### config.mk
export PLATFORM = sky130hd
export DESIGN_NAME = alu_exec_unit
export DESIGN_NICKNAME = d
export VERILOG_FILES = /design/src/rtl/alu_exec_unit.sv
export SDC_FILE = /design/constraint.sdc
export NUM_CORES = 1
export LEC_CHECK = 0
export BUFFER_PORTS_ARGS = -buffer_cell sky130_fd_sc_hd__buf_4
export CAP_MARGIN = 20
export CORE_MARGIN = 2
export CORE_UTILIZATION = 30
export CTS_CLUSTER_SIZE = 30
export DETAILED_ROUTE_END_ITERATION = 8
export HOLD_SLACK_MARGIN = 0.08
export PLACE_DENSITY_LB_ADDON = 0.12
export SYNTH_ARGS = -nofsm -noshare
export SYNTH_HDL_FRONTEND = slang
export SYNTH_SLANG_ARGS = --single-unit
### constraint.sdc
create_clock -name clk_i -period 6.05 [get_ports clk_i]
set_clock_uncertainty 0.2 [all_clocks]
set_input_delay 0.3025 -clock clk_i [delete_from_list [all_inputs] [get_ports clk_i]]
set_output_delay 0.3025 -clock clk_i [all_outputs]
set_load 0.02 [all_outputs]
### src/rtl/alu_exec_unit.sv
// Execute-stage ALU: decodes ALUOp/funct, runs single-cycle ops and a shift-add multiplier.
// Latency: 1 cycle for add/sub/and/or/slt/illegal, DATA_W cycles for mul.
// Backpressure: ready_o low while a multiply iterates; no output backpressure.
module alu_exec_unit #(
   parameter int DATA_W = 32,
   parameter bit MUL_EN = 1'b1
) (
   input  logic              clk_i,
   input  logic              rst_i,
   input  logic              valid_i,
   input  logic              kill_i,
   input  logic [1:0]        ALUOp_i,
   input  logic [5:0]        funct_i,
   input  logic [DATA_W-1:0] data1_i,
   input  logic [DATA_W-1:0] data2_i,
   output logic              ready_o,
   output logic              valid_o,
   output logic [DATA_W-1:0] data_o,
   output logic              zero_o,
   output logic              illegal_o
);

   localparam int CNT_W = $clog2(DATA_W + 1);

   // R-type function codes
   localparam logic [5:0] FUNCT_ADD = 6'b100000;
   localparam logic [5:0] FUNCT_SUB = 6'b100010;
   localparam logic [5:0] FUNCT_AND = 6'b100100;
   localparam logic [5:0] FUNCT_OR  = 6'b100101;
   localparam logic [5:0] FUNCT_SLT = 6'b101010;
   localparam logic [5:0] FUNCT_MUL = 6'b011000;

   typedef enum logic [2:0] {
      OP_ADD,
      OP_SUB,
      OP_AND,
      OP_OR,
      OP_SLT,
      OP_MUL,
      OP_ILL
   } op_e;

   typedef enum logic {
      ST_IDLE,
      ST_MUL
   } state_e;

   state_e            state;
   op_e               op;
   logic [DATA_W-1:0] sc_res;
   logic              slt_lt;

   // multiplier datapath
   logic [DATA_W-1:0] mcand;
   logic [DATA_W-1:0] mplier;
   logic [DATA_W-1:0] acc;
   logic [DATA_W-1:0] acc_nxt;
   logic [CNT_W-1:0]  cnt;

   // Decode ALUOp/funct into an internal operation; mul is illegal when not built in
   always_comb begin
      op = OP_ILL;
      case (ALUOp_i)
         2'b00: op = OP_ADD;
         2'b01: op = OP_SUB;
         2'b11: op = OP_OR;
         default: begin
            case (funct_i)
               FUNCT_ADD: op = OP_ADD;
               FUNCT_SUB: op = OP_SUB;
               FUNCT_AND: op = OP_AND;
               FUNCT_OR:  op = OP_OR;
               FUNCT_SLT: op = OP_SLT;
               FUNCT_MUL: op = MUL_EN ? OP_MUL : OP_ILL;
               default:   op = OP_ILL;
            endcase
         end
      endcase
   end

   // Single-cycle result; illegal (and mul, which is not taken from here) yield zero
   always_comb begin
      sc_res = '0;
      slt_lt = ($signed(data1_i) < $signed(data2_i));
      case (op)
         OP_ADD:  sc_res = data1_i + data2_i;
         OP_SUB:  sc_res = data1_i - data2_i;
         OP_AND:  sc_res = data1_i & data2_i;
         OP_OR:   sc_res = data1_i | data2_i;
         OP_SLT:  sc_res = {{(DATA_W-1){1'b0}}, slt_lt};
         default: sc_res = '0;
      endcase
   end

   // One shift-add step: conditionally add the shifted multiplicand
   always_comb begin
      acc_nxt = acc + (mplier[0] ? mcand : '0);
   end

   // Control FSM with registered handshake and result outputs
   always_ff @(posedge clk_i or posedge rst_i) begin
      if (rst_i) begin
         state     <= ST_IDLE;
         ready_o   <= 1'b1;
         valid_o   <= 1'b0;
         illegal_o <= 1'b0;
         data_o    <= '0;
         zero_o    <= 1'b1;
         cnt       <= '0;
         acc       <= '0;
         mcand     <= '0;
         mplier    <= '0;
      end else begin
         valid_o   <= 1'b0;
         illegal_o <= 1'b0;
         case (state)
            ST_IDLE: begin
               if (valid_i) begin
                  if (op == OP_MUL) begin
                     mcand   <= data1_i;
                     mplier  <= data2_i;
                     acc     <= '0;
                     cnt     <= CNT_W'(DATA_W);
                     state   <= ST_MUL;
                     ready_o <= 1'b0;
                  end else begin
                     data_o    <= sc_res;
                     zero_o    <= (sc_res == '0);
                     valid_o   <= 1'b1;
                     illegal_o <= (op == OP_ILL);
                  end
               end
            end
            ST_MUL: begin
               if (kill_i) begin
                  // abort: drop the partial product, keep the previous result visible
                  state   <= ST_IDLE;
                  ready_o <= 1'b1;
                  cnt     <= '0;
               end else begin
                  acc    <= acc_nxt;
                  mcand  <= {mcand[DATA_W-2:0], 1'b0};
                  mplier <= {1'b0, mplier[DATA_W-1:1]};
                  cnt    <= cnt - CNT_W'(1);
                  if (cnt == CNT_W'(1)) begin
                     state   <= ST_IDLE;
                     ready_o <= 1'b1;
                     data_o  <= acc_nxt;
                     zero_o  <= (acc_nxt == '0);
                     valid_o <= 1'b1;
                  end
               end
            end
            default: begin
               state   <= ST_IDLE;
               ready_o <= 1'b1;
            end
         endcase
      end
   end

endmodule

==> results.txt, run 1 <==
The flow ran to the end, and the final reports show no timing, DRC or antenna violations. The die is 215 um tall. The share of the clock period used by the worst path is 0.822. Worst setup slack after layout: 1.08 ns.

The logs give 44,000 um^2 for the placeable core region and 153 for the largest net degree at the start of global routing. Hold-fix buffer count after cts: 68. The number of sinks on the clock net was 139; the top-area cell type share of the netlist area was 0.257. The run gives 0.210 as the overall routing resource usage. For the max capacitance violation total, the log shows 0. The cell area that synthesis handed to floorplanning was 13,300 um^2. Timing analysis after detailed placement gives a worst setup slack of 1.11 ns. After detailed routing, the total wire length is 48.1 mm.

The tools report the met3 track demand over resource in global routing as 0.0352. Counting I/O delays and the setup requirement, the final critical path takes 4.97 ns. Post-CTS timing repair inserted 0 buffers for setup. The average wire per cell in the routed design was 20.2 um. met2 is the most crowded layer. In the synthesized netlist the dominant register cell turns out to be sky130_fd_sc_hd__dfrtp_1. The category of the most critical setup path is flop to flop.

The H-tree was split into 4 levels. Number of failing hold endpoints at the final stage: 0. The critical path buffer and inverter count is 0. The effective utilization at floorplan came out at 0.303.

The most frequent cell after synthesis was sky130_fd_sc_hd__nand2_1. Yosys printed 0 warnings. The most numerous cell on the critical path was sky130_fd_sc_hd__or4_1. For this run the aggregate overflow at the end of global routing stands at 0.

The worst setup path is launched from a flop. The peak clock frequency supported by timing was 201 MHz. The biggest area contributor in the post-synthesis netlist is sky130_fd_sc_hd__dfrtp_1. The worst-case IR drop observed on VDD is 0.205 mV.

STA puts the critical path data required time at 6.26 ns. The tools report the count of unique library cells instantiated by Yosys as 94. The signal on the critical path passes through and2_1 -> ha_1 -> fa_1 -> a211oi_1 -> o21ai_2 -> a41oi_2 -> o21ba_1 -> o21bai_2 -> xor2_1 -> or4_1 -> or4_1 -> nor4_2 -> or4b_1 -> o211ai_2. Setup violations remaining at the end of the flow were counted as 0. The CTS clock-pin slew for the worst setup and hold paths is 0.06 ns.

The met2 capacity usage during global routing was 0.321. The via count of the first global-routing pass is 12,500. In this design, the stage delay of the slowest critical-path cell is 0.71 ns.

The floorplan has 77 rows. After detailed routing, the number of remaining DRC violations is 0. Data arrives at the worst endpoint at 5.18 ns. The slowest cell on the critical path was sky130_fd_sc_hd__dfrtp_1. The run gives 0 as the number of resized instances in the post-cts repair step. The ratio of total power to cell area was 196 nW/um^2. In this run the deepest clock path goes through 2 buffers.

The number of clock buffers added by TritonCTS is 17. The sequential cells in the finished layout cover a total of 3480 um^2. The design draws 3.12 mW. In this run the count of I/O pins placed on the die edge is 112. The kind of cell adding the most delay to the critical path is simple AND/OR/NAND/NOR gates. During placement, the flow inserted port buffers numbering 111. The logs give 0.296 for the worst slew margin relative to its limit and 1 for the number of antenna violations at the first check in global routing. The count of state elements after synthesis was 139; the insertion delay to the later sink of the worst-skew pair was 0.49 ns.

After technology mapping, the gate count stands at 1,661. The via density per instance works out to 5.37. Counting flops with a built-in enable in the synthesized netlist gives 0. After filler insertion, the fill cell instance count of the layout stands at 4,605.

The area used by multi-input combinational logic is 9070 um^2. By area the synthesized netlist is led by sky130_fd_sc_hd__dfrtp_1 26%, sky130_fd_sc_hd__ha_1 14%, sky130_fd_sc_hd__o21ai_0 6.3%. In this run the worst path has a maximum fanout of 33.

The tightest min-delay check is of the input port to flop type. After routing, the total negative slack on setup checks comes to 0 ns. Summed over all cells, the static leakage comes to 7.11 nW. The first detailed-routing pass ran for 4 iterations.

Setup repair after global routing left no endpoint under its margin. The floorplan step set the die width to 215 um. In this run the critical register-to-register path is launched from mplier[0].

By count the netlist is led by 183 x sky130_fd_sc_hd__nand2_1, 167 x sky130_fd_sc_hd__o21ai_0, 144 x sky130_fd_sc_hd__ha_1, 137 x sky130_fd_sc_hd__dfrtp_1, 127 x sky130_fd_sc_hd__nor2_1. The number of nets in the layout came out at 2,000. The tree is rooted in a sky130_fd_sc_hd__clkbuf_16.

The proportion of synthesized flip-flops having asynchronous set or reset was 1.00; the count of final max-slew check failures was 0. For the met1 global-route usage, the log shows 0.300. The startpoint identified for the worst hold timing path is ALUOp_i[1]. For this block, the via count after detailed routing is 12,800. The first global-routing pass estimated 75.1 mm of wire.

TritonCTS built the clock tree. Mean post-synth cell area: 8.03 um^2. The type of destination of the critical path was a flop.

The post-detailed-placement half-perimeter wirelength was 36.5 mm; the number of routed nets with antenna violations was 0. For the pin with the worst max-slew slack, the measured transition is 1.04 ns. 0 antenna diodes ended up in the layout. The congestion estimate from routability-driven global placement came to 0.925. The area of the die was 46,100 um^2.

The area added between synthesis and finish was 19.6%; the fraction of final layout cells with drive strength greater than 1 was 0.112. In this run the worst setup path begins at mplier[0]. The initial detailed-routing violation count was 1,042; the fraction of the yosys area taken by sequential cells was 0.261. When the netlist entered floorplanning its net count stood at 1,884.
[area by class of cell]
cell class | count | area share
sequential | 139 | 0.218
tap | 592 | 0.0464
timing repair buffer | 193 | 0.102
clock inverter | 10 | 0.00730
clock buffer | 22 | 0.0291
inverter | 116 | 0.0276
multi-input combinational | 1310 | 0.569
[flip-flops by register name (all words and copies together) (netlist names)]
signal,cells
ready_o,1
illegal_o,1
mplier,32
state,1
data_o,32
mcand,32
valid_o,1
cnt,6
acc,32
zero_o,1
[logic make-up after synthesis]
group                    count (synthesis)  share of synthesized area
buffers and inverters                  212                     0.0622
XOR/XNOR                                43                     0.0283
AO/OA/AOI/OAI                          552                      0.277
AND/OR/NAND/NOR                        490                      0.173
multiplexers                            78                     0.0589
flip-flops                             139                      0.261
adder cells (fa/ha/maj)                147                      0.140
[per-layer routing]
metal / up-vias / share of wire
li1: 6229 / -
met1: 6153 / 0.49
met2: 361 / 0.43
met3: 56 / 0.054
met4: 0 / 0.022
met5: - / 0
[layout by cell type (no fill, tap or decap), types with 12 or more instances in the layout]
master,n
sky130_fd_sc_hd__a211oi_1,22
sky130_fd_sc_hd__a21o_1,15
sky130_fd_sc_hd__a21oi_1,123
sky130_fd_sc_hd__a221o_1,14
sky130_fd_sc_hd__a221oi_1,14
sky130_fd_sc_hd__a22o_1,17
sky130_fd_sc_hd__a31oi_1,13
sky130_fd_sc_hd__and2_1,36
sky130_fd_sc_hd__buf_4,124
sky130_fd_sc_hd__clkbuf_16,17
sky130_fd_sc_hd__dfrtp_1,136
sky130_fd_sc_hd__dlygate4sd3_1,68
sky130_fd_sc_hd__ha_1,144
sky130_fd_sc_hd__inv_1,114
sky130_fd_sc_hd__mux2i_1,74
sky130_fd_sc_hd__nand2_1,183
sky130_fd_sc_hd__nand2b_1,15
sky130_fd_sc_hd__nand3_1,21
sky130_fd_sc_hd__nand4_1,19
sky130_fd_sc_hd__nor2_1,127
sky130_fd_sc_hd__nor2b_1,13
sky130_fd_sc_hd__nor3_1,18
sky130_fd_sc_hd__o211ai_1,20
sky130_fd_sc_hd__o21ai_0,166
sky130_fd_sc_hd__o21bai_1,15
sky130_fd_sc_hd__o221ai_1,13
sky130_fd_sc_hd__o31ai_1,19
sky130_fd_sc_hd__xnor2_1,31
sky130_fd_sc_hd__xor2_1,12
[stage by stage]
step	cell area, um^2	hold WS [ns]	utilization	std cells
floorplan	13300	0.245	-	1661
global placement	14700	0.263	0.334	2282
detailed placement	14700	0.271	0.334	2282
CTS	15900	0.0927	0.362	2382
global route	15900	0.137	0.362	2382
finish	15900	0.143	0.362	2382
[report_power, final]
part	switching [mW]	leakage, nW	total (mW)	internal, mW
clock network	0.482	0.280	1.11	0.627
logic	0.581	5.00	0.937	0.356
registers	0.0614	1.83	1.07	1.01
total	1.12	7.11	3.12	2.00
[final timing paths]
path	endpoint	slack (ns)	cells after the start
hold / removal	illegal_o	0.14	3
hold reg to reg	mplier[2]	0.28	2
min in group asynchronous	data_o[5]	0.34	3
setup / recovery	zero_o	1.08	14
max in group asynchronous	mplier[26]	3.98	4
setup reg to reg	zero_o	1.08	14
[worst min-delay path, stage by stage]
cell and delay, ns:
sky130_fd_sc_hd__buf_4 0.15, sky130_fd_sc_hd__o41ai_1 0.20, sky130_fd_sc_hd__nor3_1 0.11
Note: power is estimated with default switching activity, not from simulation.
==> run 2: changes to the inputs <==
clock period = 4.2 ns   (was 6.05 ns; I/O delays follow)
==> run 2 against run 1 <==
Net effect:
- critical path depth rose by 8
- count of clock-buffer cells in the layout decreased by 4
- via count up 4.6%
- core utilization up 3.1 points
- critical path type unchanged
- flip-flop and latch count did not move
- final cell count is 5.8% higher
- critical endpoint unchanged
- highest routed layer is now met5
==> results.txt, run 2 (same netlist as run 1, synthesis figures left out) <==
The run gives -0.365 ns (-1.47 ns) as the pre-CTS worst setup slack. Max capacitance violation total: 0 (unchanged). The average wire per cell in the routed design was 19.5 um (-3.6%).

The run gives 12,900 (+3.2%) as the via count of the first global-routing pass. The logs give 0.0447 (+0.00948) for the met3 track demand over resource in global routing and 0 (unchanged) for the residual DRC count. Final core area utilization: 0.393 (+0.0305).

In this run the worst hold path is classified as input port to flop. The worst-path maximum fanout was 4 (-88%); the number of sinks on the clock net was 139 (unchanged). The logs give 44,000 um^2 (unchanged) for the placeable core region and 0 (unchanged) for the number of failing hold endpoints at the final stage. The worst slew margin relative to its limit came out at 0.369 (+0.0722). Number of placement rows: 77 (unchanged).

By instance count, the cell type seen most on the critical path is sky130_fd_sc_hd__buf_4. The area of the die is 46,100 um^2 (unchanged). The number of routed nets with antenna violations was 0 (unchanged). Setup repair after global routing could not meet its margin everywhere. The tools report the category of the worst setup path launch point as a flop. The tools report the count of final max-slew check failures as 0 (unchanged). For the total placed instance area, the log shows 15,600 um^2 (+6.1%). The area added between synthesis and finish works out to 29.7%. The initial detailed-routing violation count was 1,105 (+6.0%); the vertical extent of the die was 215 um (unchanged). The ratio of total power to cell area was 269 nW/um^2 (+38%). The number of CTS-inserted buffers came out at 17 (unchanged).

The critical path in this run is classified as flop to flop. The cell at the root of the clock tree was sky130_fd_sc_hd__clkbuf_16. The slowest stage of the critical path is the sky130_fd_sc_hd__or4b_4 cell. The global routing stage identified its most utilized layer as met2. The tools report the final weighted congestion of routability-driven global placement as 0.915 (-1.1%). Port buffer count: 111 (unchanged).

The number of failing setup endpoints in the final timing report is 0 (unchanged), and the post-detailed-placement half-perimeter wirelength is 38.1 mm (+4.4%). Met2 capacity usage during global routing: 0.330 (+0.00906). The met1 global-route usage was 0.299 (-0.00107); the transition time of the tightest slew-check pin was 0.944 ns (-0.0982 ns).

The effective utilization at floorplan is 0.303 (unchanged). The final period demand of the worst path was 4.15 ns (-0.821 ns); the insertion delay to the later sink of the worst-skew pair was 0.49 ns (about the same). The fraction of final layout cells with drive strength greater than 1 is 0.191 (+0.0792), and the share of the clock period used by the worst path is 0.988 (+0.167). The top cell types in the final layout, fill and taps aside, are 252 x sky130_fd_sc_hd__buf_4, 183 x sky130_fd_sc_hd__nand2_1, 165 x sky130_fd_sc_hd__o21ai_0. The data arrival at the endpoint of the critical path was 4.37 ns (-0.81 ns); the top-level I/O count was 112 (unchanged). The final global-route overflow total is 0 (unchanged). For the final wirelength, the log shows 49.0 mm (+2.0%). The worst setup slack after layout is 0.0491 ns (-1.03 ns). The via density per instance was 5.31 (-1.2%). The critical path goes through and2_4 -> ha_4 -> fa_2 -> a211oi_4 -> o21ai_2 -> a21boi_4 -> a21oi_2 -> a21oi_2 -> buf_4 -> buf_4 -> buf_4 -> buf_4 -> buf_4 -> buf_4 -> buf_4 -> buf_4 -> buf_4 -> a211oi_4 -> a211oi_2 -> nand3b_1 -> or4b_4 -> o211ai_2. The largest net degree at the start of global routing was 92 (-40%).

The tools report the global-route wire length before repair as 75.8 mm (+0.97%). STA classifies the critical path endpoint as a flop. For the final standard cell area without fillers, the log shows 17,300 um^2 (+8.4%). For the H-tree level count, the log shows 4 (unchanged).

The most frequent standard cell in the layout excluding fill and tap cells was sky130_fd_sc_hd__buf_4. Filler cell count: 4,601 (-0.087%). The tools report the number of nets in the layout as 2,137 (+6.9%).

The run finished with clean final reports. The CTS clock-pin slew for the worst setup and hold paths is 0.07 ns (about the same), and the leakage power is 7.83 nW (+10%). The peak clock frequency supported by timing is 241 MHz (+20%), and the overall routing resource usage is 0.212 (+0.00198). The run gives 4.42 ns (-1.84 ns) as the data required time at the worst endpoint. The number of iterations in the first detailed-routing pass was 5 (+1); the worst stage delay on the critical path was 0.49 ns (-0.22 ns).

The peak supply drop was 0.283 mV (+38%). The run gives 2 (unchanged) as the number of buffers on the longest clock path. The total number of vias was 13,400 (+4.6%).

The tools report the number of antenna violations at the first check in global routing as 2 (+1). The die span in x is 215 um (unchanged). TritonCTS built the clock tree. The overall power is 4.66 mW (+49%).
[run 2: changes by cell type in the layout (fill, tap and decap cells not counted), moves of 3 or more]
cell                            before  now
sky130_fd_sc_hd__clkbuf_1            3    0
sky130_fd_sc_hd__ha_1              144  138
sky130_fd_sc_hd__a211oi_1           22   16
sky130_fd_sc_hd__inv_6               2    7
sky130_fd_sc_hd__a21oi_2             1    6
sky130_fd_sc_hd__a21oi_1           123  118
sky130_fd_sc_hd__dlygate4sd3_1      68   73
sky130_fd_sc_hd__a211oi_2            1    5
sky130_fd_sc_hd__ha_4                0    4
sky130_fd_sc_hd__buf_4             124  252
[run 2: power breakdown]
group          internal (mW)  switching (mW)
Clock                  0.901           0.720
Sequential              1.46          0.0767
Combinational          0.624           0.876
Total                   2.98            1.67
[run 2: worst max-delay path, delay by kind of cell (launching register included)]
kind | cells | cell delay (ns)
simple gates | 3 | 0.76
buf+inv | 9 | 0.89
fa+ha+maj | 2 | 0.55
flops | 1 | 0.38
compound gates | 8 | 1.29
[run 2: final timing paths]
check,from,end,slack [ns],depth (start not counted)
min in group asynchronous,rst_i,data_o[7],0.28,3
max reg2reg,mcand[0],zero_o,0.05,22
max in group asynchronous,rst_i,mplier[28],2.72,4
max,mcand[0],zero_o,0.05,22
min,data1_i[1],data_o[1],0.24,6
min reg2reg,mplier[10],mplier[10],0.28,2
[run 2: final cells by class]
class,instances,area [um^2],share of cell area
Multi-Input combinational cell,1310,9320,0.539
Sequential cell,139,3480,0.202
Tap cell,592,741,0.0428
Clock buffer,18,439,0.0254
Antenna cell,1,2.50,0.000145
Inverter,116,440,0.0255
Timing Repair Buffer,330,2710,0.156
Clock inverter,14,158,0.00912
[run 2: metrics by stage]
stage / std cells / hold slack (ns) / TNS (ns)
2_1_floorplan: 1661 / 0.179 / 0
3_3_place_gp: 2398 / 0.263 / -0.231
3_5_place_dp: 2398 / 0.269 / -0.365
4_1_cts: 2513 / 0.217 / -0.0225
5_1_grt: 2519 / 0.242 / -0.105
6_report: 2520 / 0.240 / 0
[run 2: per-layer routing]
metal | routed length, um | vias to the layer above | share of wire
met5 | 13 | - | 0.00027
met4 | 754 | 2 | 0.015
met3 | 2450 | 50 | 0.050
met2 | 21600 | 343 | 0.44
met1 | 24200 | 6481 | 0.49
li1 | - | 6506 | -
[run 2: repair_timing]
action | CTS | global route
hold buffers | 73 | 0
setup endpoints to repair | 1 | 3
pin swaps | 9 | 18
gates resized for setup | 14 | 30
hold endpoints to repair | 164 | 0
cloned | 0 | 0
buffers inserted | 10 | 6
